[config.mk]
export PLATFORM = sky130hd
export DESIGN_NAME = apb_bus_arbiter
export DESIGN_NICKNAME = d
export VERILOG_FILES = /design/src/rtl/apb_bus_arbiter_pkg.sv /design/src/rtl/apb_bus_arbiter_rr_pick.sv /design/src/rtl/apb_bus_arbiter.sv
export SDC_FILE = /design/constraint.sdc
export NUM_CORES = 1
export LEC_CHECK = 0
export CAP_MARGIN = 10
export CORE_AREA = 2 2 39 41
export DETAILED_ROUTE_END_ITERATION = 6
export DIE_AREA = 0 0 41 43
export SLEW_MARGIN = 40
export SYNTH_ARGS = -nofsm -noshare
export SYNTH_HDL_FRONTEND = slang
export SYNTH_SLANG_ARGS = --single-unit
[constraint.sdc]
create_clock -name HCLK -period 1.7 [get_ports HCLK]
set_input_delay 0.34 -clock HCLK [delete_from_list [all_inputs] [get_ports HCLK]]
set_output_delay 0.34 -clock HCLK [all_outputs]
set_load 0.01 [all_outputs]
[src/rtl/apb_bus_arbiter_pkg.sv]
// Shared types and helpers for the APB bus arbiter (apb_bus_arbiter, rr_pick).
package apb_arb_pkg;

    typedef enum logic [0:0] {
        IDLE = 1'b0,
        OWN  = 1'b1
    } arb_state_e;

    localparam int MAX_REQ = 16;

    // $clog2 clamped to at least one bit so a binary index never collapses to zero width.
    function automatic int clog2_min1(input int n);
        int r;
        r = $clog2(n);
        return (r < 1) ? 1 : r;
    endfunction

endpackage

[src/rtl/apb_bus_arbiter_rr_pick.sv]
// Combinational rotating-priority picker: first asserted req searching upward from ptr, wrapping.
module rr_pick
    import apb_arb_pkg::*;
#(
    parameter int N  = 2,
    parameter int PW = clog2_min1(N)
) (
    input  logic [N-1:0]  req,
    input  logic [PW-1:0] ptr,
    output logic [N-1:0]  pick,
    output logic [PW-1:0] pick_id,
    output logic          any
);

    // Offset k walks the rotation order; j is the physical slot that sits at that offset.
    always_comb begin
        pick    = {N{1'b0}};
        pick_id = {PW{1'b0}};
        any     = 1'b0;
        for (int k = 0; k < N; k++) begin
            for (int j = 0; j < N; j++) begin
                if (!any && req[j] && (j == ((int'(ptr) + k) % N))) begin
                    pick[j] = 1'b1;
                    pick_id = PW'(j);
                    any     = 1'b1;
                end else begin
                    any = any;
                end
            end
        end
    end

endmodule

[src/rtl/apb_bus_arbiter.sv]
// Round-robin / lockable arbiter for the bridge's single APB master port.
// Define APB_ARB_WRR_EN to add per-requester weights and a credit counter.
module apb_bus_arbiter
    import apb_arb_pkg::*;
#(
    parameter int NUM_REQ  = 2,
    parameter int WEIGHT_W = 4,
    localparam int ID_W    = clog2_min1(NUM_REQ)
) (
    input  logic                        HCLK,
    input  logic                        HRESETn,
    input  logic [NUM_REQ-1:0]          req,
    input  logic [NUM_REQ-1:0]          lock,
`ifdef APB_ARB_WRR_EN
    input  logic [NUM_REQ*WEIGHT_W-1:0] weight,
`endif
    input  logic                        xfer_done,
    output logic [NUM_REQ-1:0]          gnt,
    output logic                        gnt_valid,
    output logic [ID_W-1:0]             gnt_id
);

    arb_state_e          state_r;
    logic [NUM_REQ-1:0]  gnt_r;
    logic                gnt_valid_r;
    logic [ID_W-1:0]     gnt_id_r;
    logic [ID_W-1:0]     ptr_r;
    logic [NUM_REQ-1:0]  pick_s;
    logic [ID_W-1:0]     pick_id_s;
    logic                any_s;
    logic                owner_lock_s;
    logic                owner_req_s;
    logic [ID_W-1:0]     ptr_next_s;

    rr_pick #(
        .N  (NUM_REQ),
        .PW (ID_W)
    ) u_pick (
        .req     (req),
        .ptr     (ptr_r),
        .pick    (pick_s),
        .pick_id (pick_id_s),
        .any     (any_s)
    );

    // gnt_r is one-hot on the owner, so masking avoids a variable-width bit select.
    assign owner_lock_s = |(lock & gnt_r);
    assign owner_req_s  = |(req & gnt_r);
    assign ptr_next_s   = (gnt_id_r == ID_W'(NUM_REQ - 1)) ? {ID_W{1'b0}} : (gnt_id_r + ID_W'(1));

`ifdef APB_ARB_WRR_EN
    logic [WEIGHT_W-1:0] credit_r;
    logic [WEIGHT_W-1:0] pick_wt_s;

    // Weight of the requester about to be granted; zero is promoted to one.
    always_comb begin
        pick_wt_s = WEIGHT_W'(1);
        for (int j = 0; j < NUM_REQ; j++) begin
            if (pick_s[j] && (weight[j*WEIGHT_W +: WEIGHT_W] != {WEIGHT_W{1'b0}})) begin
                pick_wt_s = weight[j*WEIGHT_W +: WEIGHT_W];
            end else begin
                pick_wt_s = pick_wt_s;
            end
        end
    end
`endif

    // Arbitration FSM: grant from IDLE, hold in OWN until a releasing xfer_done.
    always_ff @(posedge HCLK or negedge HRESETn) begin
        if (!HRESETn) begin
            state_r     <= IDLE;
            gnt_r       <= {NUM_REQ{1'b0}};
            gnt_valid_r <= 1'b0;
            gnt_id_r    <= {ID_W{1'b0}};
            ptr_r       <= {ID_W{1'b0}};
`ifdef APB_ARB_WRR_EN
            credit_r    <= {WEIGHT_W{1'b0}};
`endif
        end else begin
            case (state_r)
                IDLE: begin
                    if (any_s) begin
                        state_r     <= OWN;
                        gnt_r       <= pick_s;
                        gnt_valid_r <= 1'b1;
                        gnt_id_r    <= pick_id_s;
`ifdef APB_ARB_WRR_EN
                        credit_r    <= pick_wt_s;
`endif
                    end else begin
                        state_r <= IDLE;
                    end
                end
                OWN: begin
                    if (!xfer_done || owner_lock_s) begin
                        state_r <= OWN;
`ifdef APB_ARB_WRR_EN
                    end else if (owner_req_s && (credit_r > WEIGHT_W'(1))) begin
                        credit_r <= credit_r - WEIGHT_W'(1);
`else
                    end else if (owner_req_s && 1'b0) begin
                        state_r <= OWN;
`endif
                    end else begin
                        state_r     <= IDLE;
                        gnt_r       <= {NUM_REQ{1'b0}};
                        gnt_valid_r <= 1'b0;
                        ptr_r       <= ptr_next_s;
                    end
                end
                default: begin
                    state_r     <= IDLE;
                    gnt_r       <= {NUM_REQ{1'b0}};
                    gnt_valid_r <= 1'b0;
                end
            endcase
        end
    end

    assign gnt       = gnt_r;
    assign gnt_valid = gnt_valid_r;
    assign gnt_id    = gnt_id_r;

endmodule

==> reports/results.ini <==
[status]
status = complete, no violations

[synthesis]
ys_types = 14
synth-seq-cells = 6
synth_sequential_area_ratio_pct = 53.3
synth-warning-count = 0
syn_nets = 36
synthCells = 29
syn-cell-area_sq_um = 282
postSynthAreaPerCell_sq_um = 9.71

[global_route]
grt_pass1_vias = 257
global_route.usage.total_pct = 10.4
grt_most_used_layer = met1
grt_use_met2_pct = 12.2
grt_use_met1_pct = 14.1
grt_antenna_before_repair = 0
grt_pass1_wl_mm = 1.16
grt_overflow = 0
use_met3_pct = 3.14
grt_start_max_net_pins = 11

[critical_path]
cp-start-kind = register
critPathBufInv = 1
cp_top_family = buffers and inverters
cp_slowest_cell = clkdlybuf4s50_1
required_ps = 1360
crit_fanout = 4
endpoint_kind = output port
worstSetupPathType = register to output port
critPathArrivalTime_ps = 1200
cp_cell_sequence = clkdlybuf4s50_1
max_stage_delay_ps = 550

[worst_hold_path]
hold_class = primary input to asynchronous set/reset pin

[routing]
routedWlPerCell_um = 11.6
drc = 0
ant_nets = 0
vias = 280
drt_wl_total_um = 662
dr.pass1.iters = 5
viasPerCell = 4.91
drt_iter0_drc = 7

[power_and_ir_drop]
peakVddDrop_uv = 493
p_leak_nw = 0.170
pwr_density_cell_nw_per_um2 = 1700

[run]
cap_viol_max_count = 0

[layout]
fin_nets = 50
n_antenna_cell = 0
drive_above_1_share_pct = 12.2
post-route-util_pct = 30.3
syn_to_final_growth_pct = 48.9
fillerInstances = 141

[sta]
rsz0062_at_grt = false
slew_viol_final = 0
max_clock_freq_ghz = 0.651
tightest_slew_ps = 340
fin_hold_ws_ps = 335
hold_violations = 0
slew_headroom_pct = 77.3
final.min_clock_period_ps = 1540
fin_crit_sh_pct = 90.4
fin_worst_skew_ps = 2.36
setup_viol = 0
final.setup.worst_slack_ps = 163
setup_tns_ps = 0

[clocking]
clock_latency_ps = 250
cts_root_buf = clkbuf_4
clkSinkCount = 6
cts_setup_buffers = 0
cts_made_buffers = 3
clkTransAtPathRegs_ps = 50
post_cts_resized = 0
hold_buffers = 0
cts_tree = built
h-tree-depth = 1
clk_path_buf_depth = 2

[floorplan]
start_util_pct = 20.3
die_y_um = 43
pin_count = 11
rows = 14
coreArea_sq_um = 1380
dieArea_sq_um = 1760
fp.dieW_um = 41

[placed_design]
io_buffers = 10
dp_hpwl_um = 465
dpl_worst_slack_ps = 303
gp_congestion = 0.776

area by class of cell:
cell class	count	area (sq um)	area share (%)
Inverter	2	7.51	1.79
Sequential cell	6	150	35.8
Tap cell	16	20.0	4.78
Multi-Input combinational cell	20	119	28.4
Timing Repair Buffer	10	100	23.9
Clock buffer	3	22.5	5.37
routing by layer:
metal	routed length, um	part of all wire (%)
met5	0	0
met4	17	2.6
met3	54	8.2
met2	294	44
met1	295	45
Yosys cell counts:
library cell / n / area share (%)
o22ai_2: 1 / 4.4
a41oi_1: 1 / 3.1
inv_1: 2 / 2.7
a31oi_1: 2 / 4.4
nand2_1: 5 / 6.7
o21a_1: 1 / 2.7
nor3_1: 2 / 3.6
o22ai_1: 2 / 4.4
dfrtp_1: 6 / 53
and3_4: 1 / 4.0
buf_2: 1 / 1.8
nor2_1: 1 / 1.3
a21oi_1: 3 / 5.3
nor2b_1: 1 / 2.2
worst reg2reg max path, cell delays in order (launching register included):
cell,delay [ps]
dfrtp_1,540
inv_1,130
a21oi_1,160
a31oi_1,50
path summary, 6_finish.rpt:
path | from | endpoint | slack, ps | depth (start not counted)
hold / removal | HRESETn | ptr_r | 340 | 1
min in group HCLK | gnt_id | ptr_r | 500 | 1
max in group asynchronous | HRESETn | gnt_valid | 1140 | 1
setup / recovery | gnt[1] | gnt[1] | 160 | 1
hold reg to reg | gnt_id | ptr_r | 500 | 1
setup reg to reg | state_r | gnt_id | 710 | 3
power breakdown:
part           leakage, nW  total, W  internal [W]  switching [W]
sequential          0.0706  0.000291      0.000212      0.0000793
clock               0.0138  0.000137     0.0000802      0.0000568
combinational       0.0857  0.000283      0.000166       0.000117
total                0.170  0.000711      0.000458       0.000253
cell families (layout without fill, tap and decap cells):
logic type             after synthesis  after routing  synth area share, %
AOI/OAI and AO/OA                   10             10                 24.4
buffers and inverters                3             15                 4.44
DFF                                  6              6                 53.3
and+or+nand+nor                     10             10                 17.8
sequential cells by signal, summed over array words and instances, names as in the netlist:
signal,count
gnt_valid,1
gnt_id,1
state_r,1
ptr_r,1
gnt,2
per-stage QoR:
| step | cell area, sq um | total power (W) | instances |
|---|---|---|---|
| final | 419 | 0.000711 | 57 |
| after global routing | 419 | 0.000771 | 57 |
| after CTS | 419 | 0.000714 | 57 |
| after detailed placement | 397 | 0.000571 | 54 |
| after global placement | 397 | 0.000567 | 54 |
| after floorplan | 282 | 0.000429 | 29 |
cell usage in the layout (no fill, tap or decap):
master           Yosys  routed
a21oi_1              3       3
a31oi_1              2       2
a41oi_1              1       1
and3_4               1       1
clkbuf_4             0       3
clkdlybuf4s50_1      0      10
dfrtp_1              6       6
inv_1                2       2
nand2_1              5       5
nor2_1               1       1
nor2b_1              1       1
nor3_1               2       2
o21a_1               1       1
o22ai_1              2       2
o22ai_2              1       1
Power figures use the tool's default switching activity.
